<file path="config.mk">
export PLATFORM = sky130hd
export DESIGN_NAME = nn_load_ctrl
export DESIGN_NICKNAME = d
export VERILOG_FILES = /design/src/rtl/nn_load_ctrl.sv
export SDC_FILE = /design/constraint.sdc
export NUM_CORES = 1
export LEC_CHECK = 0
export BUFFER_PORTS_ARGS = -buffer_cell sky130_fd_sc_hd__buf_2
export CAP_MARGIN = 20
export CORE_ASPECT_RATIO = 1.2
export CORE_MARGIN = 2
export CORE_UTILIZATION = 43
export CTS_BUF_LIST = sky130_fd_sc_hd__clkbuf_16
export DETAILED_ROUTE_END_ITERATION = 6
export PLACE_DENSITY_LB_ADDON = 0.25
export SLEW_MARGIN = 25
export SYNTH_ARGS = -nofsm -noshare
export SYNTH_HDL_FRONTEND = slang
export SYNTH_SLANG_ARGS = --single-unit
</file>
<file path="constraint.sdc">
create_clock -name i_clk -period 3.9 [get_ports i_clk]
set_input_delay 0.195 -clock i_clk [delete_from_list [all_inputs] [get_ports i_clk]]
set_output_delay 0.195 -clock i_clk [all_outputs]
set_load 0.01 [all_outputs]
</file>
<file path="src/rtl/nn_load_ctrl.sv">
// nn_load_ctrl: streams DMA words into image-buffer (3-word) or weight-memory (18-word) rows.
// Build option NN_LOAD_CTRL_BYTE_SWAP_EN swaps the two bytes of every DMA word before packing.
module nn_load_ctrl #(
  parameter int unsigned DATA_WIDTH      = 8,
  parameter int unsigned DMA_ADDR_WIDTH  = 10,
  parameter int unsigned IMEM_ADDR_WIDTH = 10,
  parameter int unsigned IMEM_DATA_WIDTH = 48,
  parameter int unsigned WMEM_ADDR_WIDTH = 7,
  parameter int unsigned TOTAL_IN_WIDTH  = 288
) (
  input  logic                       i_clk,
  input  logic                       i_rst,
  input  logic                       i_start,
  input  logic                       i_sel,
  input  logic [DMA_ADDR_WIDTH-1:0]  i_src_base,
  input  logic [IMEM_ADDR_WIDTH-1:0] i_dst_base,
  input  logic [IMEM_ADDR_WIDTH-1:0] i_len,
  input  logic [2*DATA_WIDTH-1:0]    i_dma_rd_data,
  output logic [DMA_ADDR_WIDTH-1:0]  o_dma_rd_addr,
  output logic                       o_img_bf_wr_en,
  output logic [IMEM_ADDR_WIDTH-1:0] o_img_bf_wr_addr,
  output logic [IMEM_DATA_WIDTH-1:0] o_img_bf_wr_data,
  output logic                       o_wmem_wr_en,
  output logic [WMEM_ADDR_WIDTH-1:0] o_wmem_wr_addr,
  output logic [TOTAL_IN_WIDTH-1:0]  o_wmem_wr_data,
  output logic                       o_busy,
  output logic                       o_done
);

  localparam int unsigned WORD_W = 2 * DATA_WIDTH;
  localparam int unsigned CNT_W  = IMEM_ADDR_WIDTH + 5;
  localparam int unsigned K_W    = 5;
  localparam int unsigned W_IMG  = 3;
  localparam int unsigned W_WGT  = 18;

  typedef enum logic [1:0] {S_IDLE, S_RUN, S_DRAIN} state_t;

  state_t                      state_q, state_d;
  logic                        sel_q, sel_d;
  logic [IMEM_ADDR_WIDTH-1:0]  dst_q, dst_d;
  logic [CNT_W-1:0]            total_q, total_d;
  logic [CNT_W-1:0]            n_q, n_d;
  logic [DMA_ADDR_WIDTH-1:0]   addr_q, addr_d;
  logic                        rd_vld_q, rd_vld_d;
  logic                        drain_q, drain_d;
  logic [K_W-1:0]              cap_k_q, cap_k_d;
  logic [IMEM_ADDR_WIDTH-1:0]  cap_r_q, cap_r_d;
  logic [TOTAL_IN_WIDTH-1:0]   row_q, row_d;
  logic                        img_en_q, img_en_d;
  logic [IMEM_ADDR_WIDTH-1:0]  img_addr_q, img_addr_d;
  logic [IMEM_DATA_WIDTH-1:0]  img_data_q, img_data_d;
  logic                        wmem_en_q, wmem_en_d;
  logic [WMEM_ADDR_WIDTH-1:0]  wmem_addr_q, wmem_addr_d;
  logic [TOTAL_IN_WIDTH-1:0]   wmem_data_q, wmem_data_d;
  logic                        busy_q, busy_d;
  logic                        done_q, done_d;
  logic [WORD_W-1:0]           word_c;
  logic [K_W-1:0]              k_last;

`ifdef NN_LOAD_CTRL_BYTE_SWAP_EN
  assign word_c = {i_dma_rd_data[DATA_WIDTH-1:0], i_dma_rd_data[WORD_W-1:DATA_WIDTH]};
`else
  assign word_c = i_dma_rd_data;
`endif

  assign k_last = sel_q ? K_W'(W_WGT - 1) : K_W'(W_IMG - 1);

  // Issue side (addresses) and capture side (packing/writes) run one cycle apart.
  always_comb begin
    state_d     = state_q;
    sel_d       = sel_q;
    dst_d       = dst_q;
    total_d     = total_q;
    n_d         = n_q;
    addr_d      = addr_q;
    rd_vld_d    = 1'b0;
    drain_d     = drain_q;
    cap_k_d     = cap_k_q;
    cap_r_d     = cap_r_q;
    row_d       = row_q;
    img_en_d    = 1'b0;
    img_addr_d  = img_addr_q;
    img_data_d  = img_data_q;
    wmem_en_d   = 1'b0;
    wmem_addr_d = wmem_addr_q;
    wmem_data_d = wmem_data_q;
    done_d      = 1'b0;

    case (state_q)
      S_IDLE: begin
        if (i_start) begin
          if (i_len == '0) begin
            done_d = 1'b1;
          end else begin
            state_d = S_RUN;
            sel_d   = i_sel;
            dst_d   = i_dst_base;
            addr_d  = i_src_base;
            total_d = i_sel ? CNT_W'(i_len) * CNT_W'(W_WGT) : CNT_W'(i_len) * CNT_W'(W_IMG);
            n_d     = '0;
            cap_k_d = '0;
            cap_r_d = '0;
          end
        end
      end
      S_RUN: begin
        rd_vld_d = 1'b1;
        if (n_q == total_q - CNT_W'(1)) begin
          state_d = S_DRAIN;
          drain_d = 1'b0;
        end else begin
          n_d    = n_q + CNT_W'(1);
          addr_d = addr_q + DMA_ADDR_WIDTH'(1);
        end
      end
      S_DRAIN: begin
        // First cycle captures the last word, second cycle carries the last write.
        drain_d = 1'b1;
        if (drain_q) begin
          state_d = S_IDLE;
          done_d  = 1'b1;
        end
      end
      default: state_d = S_IDLE;
    endcase

    if (rd_vld_q) begin
      row_d[{cap_k_q, 4'b0000} +: WORD_W] = word_c;
      if (cap_k_q == k_last) begin
        cap_k_d = '0;
        cap_r_d = cap_r_q + IMEM_ADDR_WIDTH'(1);
        if (sel_q) begin
          wmem_en_d   = 1'b1;
          wmem_addr_d = WMEM_ADDR_WIDTH'(dst_q + cap_r_q);
          wmem_data_d = row_d;
        end else begin
          img_en_d    = 1'b1;
          img_addr_d  = dst_q + cap_r_q;
          img_data_d  = row_d[IMEM_DATA_WIDTH-1:0];
        end
      end else begin
        cap_k_d = cap_k_q + K_W'(1);
      end
    end

    busy_d = (state_d != S_IDLE);
  end

  always_ff @(posedge i_clk) begin
    if (i_rst) begin
      state_q     <= S_IDLE;
      sel_q       <= 1'b0;
      dst_q       <= '0;
      total_q     <= '0;
      n_q         <= '0;
      addr_q      <= '0;
      rd_vld_q    <= 1'b0;
      drain_q     <= 1'b0;
      cap_k_q     <= '0;
      cap_r_q     <= '0;
      row_q       <= '0;
      img_en_q    <= 1'b0;
      img_addr_q  <= '0;
      img_data_q  <= '0;
      wmem_en_q   <= 1'b0;
      wmem_addr_q <= '0;
      wmem_data_q <= '0;
      busy_q      <= 1'b0;
      done_q      <= 1'b0;
    end else begin
      state_q     <= state_d;
      sel_q       <= sel_d;
      dst_q       <= dst_d;
      total_q     <= total_d;
      n_q         <= n_d;
      addr_q      <= addr_d;
      rd_vld_q    <= rd_vld_d;
      drain_q     <= drain_d;
      cap_k_q     <= cap_k_d;
      cap_r_q     <= cap_r_d;
      row_q       <= row_d;
      img_en_q    <= img_en_d;
      img_addr_q  <= img_addr_d;
      img_data_q  <= img_data_d;
      wmem_en_q   <= wmem_en_d;
      wmem_addr_q <= wmem_addr_d;
      wmem_data_q <= wmem_data_d;
      busy_q      <= busy_d;
      done_q      <= done_d;
    end
  end

  assign o_dma_rd_addr    = addr_q;
  assign o_img_bf_wr_en   = img_en_q;
  assign o_img_bf_wr_addr = img_addr_q;
  assign o_img_bf_wr_data = img_data_q;
  assign o_wmem_wr_en     = wmem_en_q;
  assign o_wmem_wr_addr   = wmem_addr_q;
  assign o_wmem_wr_data   = wmem_data_q;
  assign o_busy           = busy_q;
  assign o_done           = done_q;

endmodule
</file>
[Word-level counts from Yosys, hierarchy flattened]
Index checks and enable logic that the tools add are counted.
Word-level totals
  output and inout port bits: 367
  input bits: 50
  register bits after elaboration: 715
  logic and storage cells: 92
Cells by class
  add/sub/neg operators: 7
  muxes and demuxes: 35
  eq/ne operators: 9
  shift-type cells: 2
  bitwise gates (word level): 4
  $mul: 2
  reductions and logical operators: 14
Operator list (number)
  bitwise mux 288 bit: 1
  variable shift 16 x 11 -> 288 bit (first input constant): 1
  indexed part select 16 x 11 -> 288 bit: 1
  two-way mux 10 bit: 8
  two-way mux 15 bit: 4
  two-way mux 5 bit: 6
  one-hot mux 15 bit (2 select lines): 1
  adder 10 x 1 -> 10 bit (second input constant): 2
  one-hot mux 10 bit (2 select lines): 1
  adder 15 x 1 -> 15 bit (second input constant): 1
  equality test 15 bit: 1
  subtractor 15 x 1 -> 15 bit (second input constant): 1
  multiplier 10 x 4 -> 14 bit (second input constant): 1
  multiplier 10 x 2 -> 12 bit (second input constant): 1
  AND reduction 3 bit: 4
  negator 9 -> 11 bit: 1
  adder 10 bit: 1
  zero test 10 bit: 1
  != test 2 bit (second input constant): 5
  nonzero test 2 bit: 5
  two-way mux 2 bit: 4
  two-way mux 1 bit: 7
  one-hot mux 2 bit (3 select lines): 1
  adder 5 x 1 -> 5 bit (second input constant): 1
  other kinds (9): 13

[Logic depth before layout (Yosys ltp)]
Gate-level depths: netlist of the first run.
  depth after elaboration: 6
  mapped depth: 13
  gate-level depth less buffers: 11

[Worst setup path before layout of the first run]
No wires, ideal clock.
  kind: register -> register
  from: register cap_k_q[1]
  to: register row_q[10]
  path buffers: 5
  setup time: 0.128 ns
  required time: 3.772 ns
  period minus slack after synthesis: 2.946 ns
  data arrival time: 2.819 ns
  stages on the path, launching flop included: 13
  setup slack: 0.954 ns
  cell sequence: dfxtp_1 -> clkbuf_1 -> inv_1 -> ha_1 -> clkbuf_1 -> nor2_1 -> nand3b_1 -> clkbuf_1 -> or2_2 -> clkbuf_1 -> buf_2 -> mux2i_1 -> nor2_1
On the way
  longest elaborated chain between the ends: 3
  elaborated cells between the ends (all ways): 4
  classes of those cells: add/sub: 1; shift: 2; mux: 1
Ends and longest elaborated chain
  start: declaration: line 46  | logic [K_W-1:0] cap_k_q, cap_k_d;
  start signal: assignment: line 179  | cap_k_q <= cap_k_d;
  negator 9 -> 11 bit (*): line 128  | row_d[{cap_k_q, 4'b0000} +: WORD_W] = word_c;
  indexed part select 16 x 11 -> 288 bit or variable shift 16 x 11 -> 288 bit (tied branches): line 128
  bitwise mux 288 bit (*): line 128
  end signal: assignment: line 181  | row_q <= row_d;
  end: declaration: line 48  | logic [TOTAL_IN_WIDTH-1:0] row_q, row_d;
Mark *: on every way between the ends. The rest lies on a longest branch, timed or not.
A chain may end at the register's enable or synchronous reset.

[Worst setup path after layout of the first run]
  from: register cap_k_q[0]
  to: register row_q[1]
The elaborated chain is that of the path after synthesis.

==> out/metrics.yaml, run 1 <==
layoutNonFillerInstCount: 4990
vias: 27100
die_area_mm2: 0.0727
worst_hold_slack_ns: 0.0311
io_buffers: 416
ys.warnings.count: 0
critPathArrivalTime_ns: 3.91
cp_max_fo: 33
hold_path.class: "in -> reg"
min_period_ns: 3.42
grt_pass1_vias: 24500
grt_pass1_wl_um: 146000
ir_drop_mv: 0.298
cts_sinks: 715
cts_root_buffer: "clkbuf_16"
area_growth_pct: 17.9
num_io_pins: 417
route.detailed.drc: 0
numCtsBuffers: 74
finalCritPeriodShare_pct: 87.7
antenna_found_initial: 0
tns_ns: 0
yosys-top-cells-area: "dfxtp_1 47%, nor2_1 11%, a211oi_1 9.1%, a21oi_1 5.6%, mux2i_1 5.4%"
synth_area_mm2: 0.0303
status: "completed"
postSynthCellCount: 3756
placementRows: 106
grt_max_degree: 179
post_cts_resize_count: 0
cts_tree: "done"
synth_top_cell_by_area: "dfxtp_1"
ctsLongestPathBuffers: 3
die_h_um: 295
ys_seq_area_share_pct: 47.2
die_w_um: 246
synth_cell_types: 66
vias_per_cell: 5.42
hold_viol_final: 0
overflow: 0
clock_latency_ns: 0.62
drv_slew: 0
rsz0062_at_grt: "false"
syn_area_per_cell_um2: 8.08
core_mm2: 0.0698
synth_top_area_share_pct: 47.2
endpoint_kind: "register"
relSlewSlack_pct: 34.4
ys_async_sr_fraction_pct: 0
criticalPathCategory: "reg -> reg"
totalWireLength_um: 97000
synth_ff_type: "dfxtp_1"
synth_fp_nets: 3857
final.setup_skew_ns: 0.0181
crit_path_start_kind: "register"
gp_congestion: 0.866
worstPathRequired_ns: 4.39
dp_cells: 4829
power_density_mw_per_mm2: 440
final_common_cell: "nor2_1"
ant_nets: 0
initial_core_util_pct: 43.5
final-setup-viol-count: 0
drive_above_1_share_pct: 15.1
fmax_mhz: 293
wl_per_cell_um: 19.4
grt.total_usage_pct: 25.6
clk_pin_slew_ns: 0.06
synth_edf_count: 0
fin_nets: 4113
dp_hpwl_um: 65900
cts_max_level: 3
worst_slew_pin_slew_ns: 0.982
ys_ff_latch: 715
drtIter0Drc: 2212
drv_cap: 0
final_cell_mix: "869 x nor2_1, 714 x dfxtp_1, 415 x buf_2"
leakage_uw: 0.0130
first_pass_iters: 6
registers in the layout, summed over array words and instances (netlist names), 10 cells and up:
register	count
n_q	15
o_dma_rd_addr	10
o_wmem_wr_data	288
cap_r_q	10
dst_q	10
row_q	288
total_q	15
o_img_bf_wr_data	48
o_img_bf_wr_addr	10
synthesized netlist by cell type, types with 4 or more instances:
cell and number:
o31ai_1 4, xor2_1 15, and3_1 24, nor2b_1 12, nor3_1 202, a21oi_1 342
buf_2 37, a31oi_1 7, o211ai_1 7, nand2_1 360, a21o_1 7, o21ai_0 26
buf_1 12, o32ai_1 6, xnor2_1 28, or2_2 4, nand3b_1 11, nand4_1 6
dfxtp_1 715, clkbuf_1 267, a211oi_1 368, ha_1 48, inv_1 37, and2_1 5
nand2b_1 12, o21a_1 4, nor4_1 5, nand3_1 90, or3_1 9, nor2_1 872
mux2i_1 164
layout make-up:
| type | instances | area (µm²) |
|---|---|---|
| fillers | 6784 | 34000 |
| multi-input cells | 2685 | 14700 |
| flip-flops and latches | 715 | 14300 |
| repair buffers | 499 | 2940 |
| clock buffers | 75 | 1880 |
| well taps | 918 | 1150 |
| clock inverters | 60 | 667 |
| inverters | 37 | 139 |
| diodes | 1 | 2.50 |
per-layer routing:
metal  global-route usage [%]  wire length (µm)  vias to the layer above
met3                     5.24              6560                      149
li1                         -                 -                    13500
met2                     42.5             46400                      809
met1                     33.4             41500                    12600
met4                     8.17              2590                        0
met5                        0                 0                        -
power by group:
group          leakage, µW  total (µW)  internal (µW)  switching (µW)
sequential         0.00577        7410           7350            55.0
combinational      0.00598         845            270             575
clock              0.00127        7470           4390            3080
stage by stage:
stage               utilization (%)  total power, µW  setup WS (ns)  area [µm²]
finish                         51.3            15700          0.482       35800
global placement               47.2             8390          0.625       33000
CTS                            51.2            15900          0.556       35800
global route                   51.3            16300          0.291       35800
floorplan                         -             8140          0.954       30300
detailed placement             47.2             8390          0.580       33000
what timing repair did:
item / 4_1_cts / 5_1_grt
buffers inserted: 0 / 0
setup endpoints to repair: 0 / 0
hold buffers: 25 / 0
hold endpoints to repair: 26 / 0
logic make-up after synthesis:
family          count (synthesis)  share of synthesized area [%]
mux                           164                           5.41
flops                         715                           47.2
fa+ha+maj                      51                           2.18
buf+inv                       356                           4.62
compound gates                798                           16.8
xor+xnor                       43                           1.24
simple gates                 1629                           22.5
final timing paths:
check	startpoint	endpoint	slack [ns]	cells after the start
worst min register to register	row_q[68]	row_q[68]	0.45	2
worst max-delay path	cap_k_q[0]	row_q[1]	0.48	10
worst max register to register	cap_k_q[0]	row_q[1]	0.48	10
worst min-delay path	i_len[8]	total_q[13]	0.03	3
worst max-delay path, cell delays in order (launching register included):
cell	delay, ns
dfxtp_1	0.31
inv_1	0.12
ha_1	0.32
nand2b_1	0.18
or3_1	0.60
buf_4	0.35
nand3b_1	0.29
buf_4	0.29
or2_2	0.51
mux2i_1	0.24
nor2_1	0.05
(Power assumes the default switching activity.)
==> run 2, diff against run 1 <==
--- a/config.mk
+++ b/config.mk
@@ -8,9 +8,7 @@
 export BUFFER_PORTS_ARGS = -buffer_cell sky130_fd_sc_hd__buf_2
 export CAP_MARGIN = 20
 export CORE_ASPECT_RATIO = 1.2
-export CORE_MARGIN = 2
 export CORE_UTILIZATION = 43
-export CTS_BUF_LIST = sky130_fd_sc_hd__clkbuf_16
 export DETAILED_ROUTE_END_ITERATION = 6
 export PLACE_DENSITY_LB_ADDON = 0.25
 export SLEW_MARGIN = 25
==> run 2 against run 1 <==
Compared with the run above: sequential share of layout area rose by 0.11 points; clock-buffer cell count rose by 34; via count rose by 0.15%; register-to-register slack improved by 0.13 ns; routed wire length rose by 1.0%; final area fell by 0.28%; power fell by 2.2%; critical endpoint is now o_img_bf_wr_data[29]; hold slack got worse by 0.012 ns; final cell count rose by 0.16%; critical path depth fell by 2; largest power group is now sequential cells.
==> out/metrics.yaml, run 2 (synthesized netlist as in run 1, its figures left out) <==
r2r_slack_ns: 0.61
power_density_mw_per_mm2: 431
cts_hold_buf: 23
leakage_uw: 0.0130
num_io_pins: 417
cts_root_buffer: "clkbuf_16"
numCtsBuffers: 75
grt_max_degree: 163
fin_nets: 4124
final.setup_skew_ns: 0.0211
area_growth_pct: 17.6
r2r_cells: 8
final-setup-viol-count: 0
criticalPathCategory: "reg -> reg"
place_ws_ns: 0.727
antenna_found_initial: 0
worstPathRequired_ns: 4.42
cp_cell_sequence: "inv_1 -> ha_1 -> nand2b_1 -> or3_1 -> nand2_1 -> nor2_1 -> mux2i_1 -> a211oi_1"
post_cts_resize_count: 0
critPathArrivalTime_ns: 3.81
vias_per_cell: 5.42
grt_pass1_vias: 24700
grt_pass1_wl_um: 148000
finalPower_uw: 15400
final_cell_mix: "870 x nor2_1, 714 x dfxtp_1, 415 x buf_2"
overflow: 0
fillers: 6853
vias: 27100
drtIter0Drc: 2145
worst_slew_pin_slew_ns: 1.02
cpPeakStageDelay_ns: 0.60
io_buffers: 416
clk_pin_slew_ns: 0.06
status: "completed"
rsz0062_at_grt: "false"
drv_cap: 0
cp_max_fo: 18
ant_nets: 0
ir_drop_mv: 0.286
cts_sinks: 715
cts_tree: "done"
crit_path_start_kind: "register"
endpoint_kind: "register"
die_w_um: 244
initial_core_util_pct: 43.5
clock_latency_ns: 0.62
relSlewSlack_pct: 32.1
min-delay-start: "i_len[1]"
min_period_ns: 3.29
die_h_um: 293
hold_depth: 3
core_mm2: 0.0698
placementRows: 106
drive_above_1_share_pct: 15.2
final_common_cell: "nor2_1"
whs_endpoint: "total_q[2]"
critPathTopFamily: "simple AND/OR/NAND/NOR gates"
finalCritPeriodShare_pct: 84.3
totalWireLength_um: 98000
timing.rr.start: "cap_k_q[1]"
route.detailed.drc: 0
cts_max_level: 3
first_pass_iters: 7
dp_hpwl_um: 66200
wl_per_cell_um: 19.6
hold_viol_final: 0
critPathBufInv: 1
post_cts_buffers: 0
ctsLongestPathBuffers: 3
grt.total_usage_pct: 26.4
tns_ns: 0
gp_congestion: 0.891
hold_path.class: "in -> reg"
worst_slack_ns: 0.611
fmax_mhz: 304
drv_slew: 0
cpMaxStageDelayCell: "nor2_1"
die_area_mm2: 0.0716
r2r_end: "o_img_bf_wr_data[29]"
[run 2: cell types whose count changed in the layout (fill, tap and decap cells not counted), sizes merged]
cell / change
buf: +12
clkinvlp: -7
dlygate4sd3: -2
clkbuf: +34
bufinv: -9
diode: +2
clkinv: -12
inv: -10
[run 2: final cells by class]
class / count / area, µm² / share of cell area (%)
Clock inverter: 22 / 251 / 0.705
Clock buffer: 109 / 2160 / 6.04
Tap cell: 918 / 1150 / 3.22
Sequential cell: 715 / 14300 / 40.1
Inverter: 37 / 139 / 0.389
Timing Repair Buffer: 509 / 2990 / 8.37
Multi-Input combinational cell: 2685 / 14700 / 41.1
Antenna cell: 3 / 7.51 / 0.0210
[run 2: worst min-delay path, cell delays in order]
cell and delay (ns):
buf_2 0.16, a211oi_1 0.09, nor3_1 0.14
[run 2: worst max-delay path by stage]
| stage | from | to | slack, ns | cells after the start |
|---|---|---|---|---|
| 6_report | cap_k_q[1] | o_img_bf_wr_data[29] | 0.61 | 8 |
| 5_1_grt | cap_k_q[1] | o_img_bf_wr_data[29] | 0.41 | 8 |
| 4_1_cts | cap_k_q[1] | o_img_bf_wr_data[29] | 0.68 | 8 |
| 3_5_place_dp | cap_k_q[1] | row_q[1] | 0.73 | 9 |
| 3_3_place_gp | total_q[2] | o_dma_rd_addr[9] | 0.79 | 9 |
| 2_1_floorplan | cap_k_q[1] | row_q[10] | 0.95 | 12 |
[run 2: where the power goes]
part / leakage (µW) / internal [µW] / switching [µW]
registers: 0.00577 / 7360 / 60.4
logic: 0.00601 / 273 / 581
clock network: 0.00119 / 4110 / 3000
[run 2: stage by stage]
step	hold slack, ns	cell area (µm²)	util, %	instances
2_1_floorplan	0.331	30300	-	3756
3_3_place_gp	0.440	33000	47.3	4841
3_5_place_dp	0.445	33000	47.3	4841
4_1_cts	0.000945	35700	51.1	4995
5_1_grt	0.0200	35700	51.1	4995
6_report	0.0194	35700	51.1	4998
[run 2: routing by layer]
metal  vias up  track usage, %  routed length, µm
li1      13500               -                  -
met1     12700            34.0              41800
met2       760            44.5              47200
met3       134            4.93               6180
met4         0            8.57               2880
met5         -               0                  0
